**src/rtl/mult_pkg.sv**
```systemverilog
// Shared definitions for the 4-bit shift-add multiplier unit.
// Holds the controller state encoding and the default operand / counter
// widths, which the datapath uses as well.
package mult_pkg;

  localparam int WIDTH_DEF = 4;
  localparam int CNT_W_DEF = 3;

  // 3-bit binary encoding. Codes 6 and 7 are unused and recover to IDLE.
  typedef enum logic [2:0] {
    S_IDLE  = 3'd0,
    S_LOAD  = 3'd1,
    S_TEST  = 3'd2,
    S_ADD   = 3'd3,
    S_SHIFT = 3'd4,
    S_DONE  = 3'd5
  } state_t;

endpackage

```
**src/rtl/mult_bit_counter.sv**
```systemverilog
// Loadable iteration down-counter for the multiplier controller.
// Ports:
//   clk, rst : clock, asynchronous active-high reset (cnt -> 0)
//   load     : load cnt with WIDTH
//   dec      : decrement cnt; ignored when cnt is already 0 so it never wraps
//   cnt      : current count
//   last     : cnt == 1, i.e. the shift now in progress is the final one
module mult_bit_counter
  import mult_pkg::*;
#(
  parameter int WIDTH = WIDTH_DEF,
  parameter int CNT_W = CNT_W_DEF
) (
  input  logic             clk,
  input  logic             rst,
  input  logic             load,
  input  logic             dec,
  output logic [CNT_W-1:0] cnt,
  output logic             last
);

  always_ff @(posedge clk or posedge rst) begin
    if (rst) begin
      cnt <= '0;
    end else if (load) begin
      cnt <= CNT_W'(WIDTH);
    end else if (dec && (cnt != '0)) begin
      cnt <= cnt - 1'b1;
    end
  end

  assign last = (cnt == CNT_W'(1));

endmodule

```
**src/rtl/mult_controller.sv**
```systemverilog
// Control FSM for the shift-add multiplier datapath.
// Handshake: start is accepted only in IDLE (operands must be valid on the
// datapath inputs in that cycle). done is held high until done_ack is seen
// in DONE; an ack returns to IDLE, and start must be raised again there.
// All outputs are Moore, decoded from the state register only.
// Ports:
//   clk, rst  : clock, asynchronous active-high reset
//   start     : multiply request (IDLE only)
//   done_ack  : result consumed (DONE only)
//   q0        : datapath multiplier LSB, sampled in TEST
//   ld_regs   : datapath load strobe
//   add_en    : datapath accumulate strobe
//   shift_en  : datapath shift strobe
//   busy      : LOAD through SHIFT
//   done      : product valid, held until done_ack
//   state_dbg : current state register, for observation
module mult_controller
  import mult_pkg::*;
#(
  parameter int WIDTH = WIDTH_DEF,
  parameter int CNT_W = CNT_W_DEF
) (
  input  logic       clk,
  input  logic       rst,
  input  logic       start,
  input  logic       done_ack,
  input  logic       q0,
  output logic       ld_regs,
  output logic       add_en,
  output logic       shift_en,
  output logic       busy,
  output logic       done,
  output logic [2:0] state_dbg
);

  state_t           state_q;
  state_t           state_d;
  logic             cnt_load;
  logic             cnt_dec;
  logic             cnt_last;
  logic [CNT_W-1:0] cnt;

  mult_bit_counter #(
    .WIDTH(WIDTH),
    .CNT_W(CNT_W)
  ) u_counter (
    .clk  (clk),
    .rst  (rst),
    .load (cnt_load),
    .dec  (cnt_dec),
    .cnt  (cnt),
    .last (cnt_last)
  );

  always_ff @(posedge clk or posedge rst) begin
    if (rst) begin
      state_q <= S_IDLE;
    end else begin
      state_q <= state_d;
    end
  end

  // Next state and counter controls. The counter controls depend on the
  // state only, so they are as glitch-free as the Moore strobes.
  always_comb begin
    state_d  = state_q;
    cnt_load = 1'b0;
    cnt_dec  = 1'b0;
    case (state_q)
      S_IDLE:  if (start) state_d = S_LOAD;
      S_LOAD: begin
        cnt_load = 1'b1;
        state_d  = S_TEST;
      end
      S_TEST:  state_d = q0 ? S_ADD : S_SHIFT;
      S_ADD:   state_d = S_SHIFT;
      S_SHIFT: begin
        cnt_dec = 1'b1;
        state_d = cnt_last ? S_DONE : S_TEST;
      end
      S_DONE:  if (done_ack) state_d = S_IDLE;
      default: state_d = S_IDLE;
    endcase
  end

  // Output decode; unencoded states drive everything low.
  always_comb begin
    ld_regs  = 1'b0;
    add_en   = 1'b0;
    shift_en = 1'b0;
    busy     = 1'b0;
    done     = 1'b0;
    case (state_q)
      S_LOAD: begin
        ld_regs = 1'b1;
        busy    = 1'b1;
      end
      S_TEST:  busy = 1'b1;
      S_ADD: begin
        add_en = 1'b1;
        busy   = 1'b1;
      end
      S_SHIFT: begin
        shift_en = 1'b1;
        busy     = 1'b1;
      end
      S_DONE:  done = 1'b1;
      default: ;
    endcase
  end

  assign state_dbg = state_q;

  logic unused_cnt;
  assign unused_cnt = ^cnt;

endmodule

```
**config.mk**
```make
export PLATFORM = sky130hd
export DESIGN_NAME = mult_controller
export DESIGN_NICKNAME = d
export VERILOG_FILES = /design/src/rtl/mult_pkg.sv /design/src/rtl/mult_bit_counter.sv /design/src/rtl/mult_controller.sv
export SDC_FILE = /design/constraint.sdc
export NUM_CORES = 1
export LEC_CHECK = 0
export BUFFER_PORTS_ARGS = -buffer_cell sky130_fd_sc_hd__buf_2
export CORE_AREA = 2 2 39 41
export CTS_BUF_LIST = sky130_fd_sc_hd__clkbuf_8
export CTS_CLUSTER_DIAMETER = 200
export DETAILED_ROUTE_END_ITERATION = 8
export DIE_AREA = 0 0 41 43
export PLACE_DENSITY_LB_ADDON = 0.05
export SYNTH_ARGS = -nofsm -noshare
export SYNTH_HDL_FRONTEND = slang
export SYNTH_SLANG_ARGS = --single-unit
```
**constraint.sdc**
```tcl
create_clock -name clk -period 1.8 [get_ports clk]
set_input_delay 0 -clock clk [delete_from_list [all_inputs] [get_ports clk]]
set_output_delay 0 -clock clk [all_outputs]
set_load 0.02 [all_outputs]
```
Word level (Yosys, flattened, before mapping)
Index checks and enable logic that the tools add are counted.

storage, ports and cells
  input bits = 5
  output and inout port bits = 8
  word-level logic and storage cells = 29
  bits in registers = 6

cells by class
  add/sub/neg operators = 1
  equality and inequality tests = 8
  multiplexer cells = 12
  reduce and logical (&&, ||, !) cells = 6

operator list
  operator                                                             count
  3-bit 2-to-1 mux                                                     6
  3-bit case mux with 6 select lines                                   1
  3-bit by 1-bit == test with 1-bit output (second input constant)     2
  3-bit by 2-bit == test with 1-bit output (second input constant)     2
  3-bit == test (second input constant)                                2
  1-bit 2-to-1 mux                                                     5
  2-bit != test (second input constant)                                2
  4-bit OR reduction                                                   1
  3-bit logical NOT                                                    1
  3-bit nonzero test                                                   1
  3-bit by 1-bit subtractor with 3-bit output (second input constant)  1
  2-bit AND reduction                                                  1
  2-bit nonzero test                                                   1
  1-bit logical AND                                                    1

Logic depth before layout (Yosys ltp)
  depth in word-level cells = 5
  mapped depth = 5
  depth with buffers taken out = 5

Cells and area by module
From an unflattened synthesis, not the netlist that was laid out.

second synthesis, totals
  cells, all modules = 43
  area total of the unflattened synthesis = 431.7 um2

by module, submodules not included
  module            times used  cells an instance  seq. area each (um2)  area each (um2)
  mult_controller   1           22                 75.1                  220.2
  mult_bit_counter  1           21                 75.1                  211.5

Worst setup path before layout
No wires, ideal clock.

  path type = reg2reg
  start point = register state_q[2] (netlist: state_dbg[2])
  end point = register u_counter.cnt[1]
  cell stages (with the launch flop) = 6
  setup time = 0.125 ns
  required time = 1.675 ns
  buffers on the path = 1
  setup slack = 0.186 ns
  period minus slack after synthesis = 1.614 ns
  arrival time = 1.488 ns
  path through = dfrtp_1 buf_6 or3b_1 inv_1 nor2_1 mux2_4

on the way
  elaborated cells on any way between the ends = 7
  classes of those cells = 2 x eq/ne; 3 x mux; 2 x reduce/logical

RTL lines
  what                                                           RTL line                RTL
  from (decl)                                                    mult_controller.sv:36   state_t state_q;
  from (signal assigned)                                         mult_controller.sv:59   state_q <= state_d;
  3-bit by 1-bit == test with 1-bit output *                     --
  1-bit 2-to-1 mux *                                             --
  named net ld_regs                                              mult_controller.sv:28   output logic ld_regs,
  3-bit 2-to-1 mux / 2-bit nonzero test (equally long branches)  --
  to (signal assigned)                                           mult_bit_counter.sv:26  cnt <= CNT_W'(WIDTH);
  to (signal assigned)                                           mult_bit_counter.sv:28  cnt <= cnt - 1'b1;
  to (decl)                                                      mult_bit_counter.sv:18  output logic [CNT_W-1:0] cnt,

Mark *: on every way through the listed nets, which the timed path passes. The rest lies on a longest branch.
A chain may end at the register's enable or synchronous reset.

Worst setup path in the final report
  start point = register state_q[2] (netlist: state_dbg[2])
  end point = register u_counter.cnt[1]

on the way
  word-level cells in the longest chain between the ends = 4
  elaborated cells on any way between the ends = 7
  classes of those cells = 2 x eq/ne; 3 x mux; 2 x reduce/logical

ends and longest elaborated chain
  what                                 RTL line                RTL
  3-bit == test                        mult_controller.sv:69   case (state_q)
  1-bit 2-to-1 mux                     mult_controller.sv:69
  1-bit logical AND                    mult_bit_counter.sv:27  end else if (dec && (cnt != '0)) begin
  2-bit nonzero test (no source line)  --

Parallel ways exist; a longest one is shown, timed or not.

==> results by group <==
Layout
  – Design area: 561.8 sq um
  – Area grow syn2layout: 27.20%
  – Final core occ: 40.60%
  – Final #Nets: 72
  – Most frequent cells in the layout: buf_2 (12), inv_1 (7), dfrtp_1 (6), nor2_1 (4)
  – N_diodes: 0
  – Fin cells: 78
  – Layout fillers: 141
  – Share of cells above drive strength 1: 32.26%
  – Commonest non-fill, non-tap cell in the layout: buf_2

STA
  – Final hold slack: 0.06553 ns
  – Worst clock skew: 0.002972 ns
  – Final Cycle Share: 86.32%
  – Setup TNS: 0 ns
  – Fmax: 643.6 MHz
  – Final min period: 1.554 ns
  – RSZ-0062 raised after global routing: no
  – Worst slew pin tran: 0.2730 ns
  – Slew Viols, Final: 0
  – Final hold violation count: 0
  – Fin worst setup slack: 0.2463 ns
  – Slew margin rel.: 81.80%
  – Final setup viols: 0

Synthesis
  – Syn nets: 55
  – Mapped cell area: 441.7 sq um
  – Synth Area per Inst: 9.397 sq um
  – Post-synthesis register bit count: 6
  – Seq/Total Area, Yosys: 33.99%
  – Post-Syn Instances: 47
  – Yosys Warn Count: 0
  – Yosys cell types: 24

Die
  – Standard-cell rows: 14
  – Die area: 0.001763 sq mm
  – Die W: 41 microns
  – Die height: 43 microns
  – Core box area: 0.001384 sq mm
  – # IOs: 13
  – Initial Util: 31.92%

Place
  – Cells after DPL: 74
  – GP Congestion: 0.5867
  – Port Buf Inserts: 12
  – Placement Cell Area: 510.5 sq um
  – DP Wirelength: 708 microns
  – Setup WS pre-CTS: 0.2411 ns

Clock tree
  – H-tree Lvls: 1
  – Worst skew pair latency: 0.22 ns
  – Hold buffers post-CTS: 1
  – Number of post-CTS setup repair buffers: 0
  – Clock sink total: 6
  – CTS tree: yes
  – Cts repair resizes: 0
  – Reg clk slew, reported paths: 0.04 ns
  – Num CTS Buffers: 3
  – Max Root-Sink Buffers: 2
  – Root Driver: clkbuf_8

Critical path
  – Setup crit end kind: register
  – CP Class: register to register
  – Crit path max fanout: 11
  – Worst EP arrival: 1.65 ns
  – Crit path largest cell delay: 0.49 ns
  – Startpoint Class: register
  – WP data required: 1.90 ns
  – Slowest-stage cell, CP: dfrtp_1
  – Cell-by-cell trace of the critical path: or3b_4 -> a21oi_2 -> mux2_4

GRT
  – Overflow after GRT: 0
  – First-pass GRT wire length: 1324 microns
  – GRT Util Overall: 11.54%
  – Vias in the first global route: 326
  – Largest net degree at the start of global routing: 12
  – Initial antenna violation count: 0

Detailed routing
  – Via-to-Cell Ratio: 4.769
  – Iteration-0 DRC Markers: 3
  – Total Wirelength: 902 microns
  – Via count: 372
  – Wirelength per Cell: 11.56 microns
  – Post-route ant nets: 0
  – Initial DRT Pass Iterations: 2
  – DR DRC count: 0

Power and ir drop
  – Worst vdd ir: 0.7098 mV
  – Static Leak: 0.2989 nW
  – PwrDens: 1702 mW/mm^2
  – Pwr Total: 0.9563 mW

Min path
  – Hold Path Class: input port to register

Run
  – Maxcap violations: 0

Run status
  – Status: finished clean
[layer usage]
metal	global-route usage (%)	wire length, microns	up-vias
li1	-	-	187
met3	6.283	70	0
met4	4.000	0	0
met2	17.81	421	13
met1	12.87	410	172
met5	0	0	-
[worst paths after layout]
path	endpoint	from	cells past startpoint	slack, ns
max in group asynchronous	u_counter.cnt[0]	rst	3	1.38
min reg2reg	u_counter.cnt[0]	u_counter.cnt[0]	1	0.54
max	u_counter.cnt[1]	state_dbg[2]	3	0.25
min in group asynchronous	state_dbg[0]	rst	3	0.23
min	state_dbg[2]	q0	2	0.07
max reg2reg	u_counter.cnt[1]	state_dbg[2]	3	0.25
[flip-flops by register name, summed over array words and instances (netlist names)]
register / count
state_dbg: 3
u_counter.cnt: 3
[cells in the mapped netlist]
cell type  n  area share, %
o221ai_1   1            2.0
nand2b_1   2            2.8
a22oi_1    1            1.7
a32oi_1    1            2.0
and3b_1    2            4.0
buf_6      1            2.5
dfrtp_1    6             34
o21ai_0    3            3.4
a21oi_2    1            2.0
nand2_1    3            2.5
and2b_1    2            3.4
nor3b_1    1            1.7
mux2_4     1            3.4
nor4b_2    1            3.4
xnor2_1    1            2.0
mux2i_1    1            2.3
inv_1      7            6.0
or3b_4     1            2.5
ha_1       3            8.5
a211o_1    1            2.0
clkinv_2   1            1.1
nor2b_1    1            1.4
nor2_1     4            3.4
or3b_1     1            2.0
[cell families (layout without fill, tap and decap cells)]
family                     Yosys count  in the layout  share of synthesized area, %
and+or+nand+nor                     18             18                         27.19
buffers and inverters                9             24                         9.632
AOI/OAI and AO/OA                    8              8                         13.03
DFF                                  6              6                         33.99
adders and majority gates            3              3                         8.499
muxes                                2              2                         5.665
xor gates and xnor gates             1              1                         1.983
[power breakdown]
part / switching, mW / internal [mW] / total [mW]
sequential: 0.0813 / 0.190 / 0.271
combinational: 0.275 / 0.214 / 0.489
clock: 0.0530 / 0.143 / 0.196
[final cells by class]
cell class / count / area (sq um) / share of cell area, %
Clock buffer: 3 / 41.29 / 7.350
Inverter: 8 / 31.28 / 5.568
Multi-Input combinational cell: 32 / 249.0 / 44.32
Sequential cell: 6 / 150.1 / 26.73
Tap cell: 16 / 20.02 / 3.563
Timing Repair Buffer: 13 / 70.07 / 12.47
[worst max-delay path, delay by kind of cell, from the launching register on]
kind / cells / cell delay (ns)
flip-flops: 1 / 0.49
AND/OR/NAND/NOR: 1 / 0.46
AO/OA/AOI/OAI: 1 / 0.18
multiplexers: 1 / 0.31
Note: power is estimated with default switching activity, not from simulation.
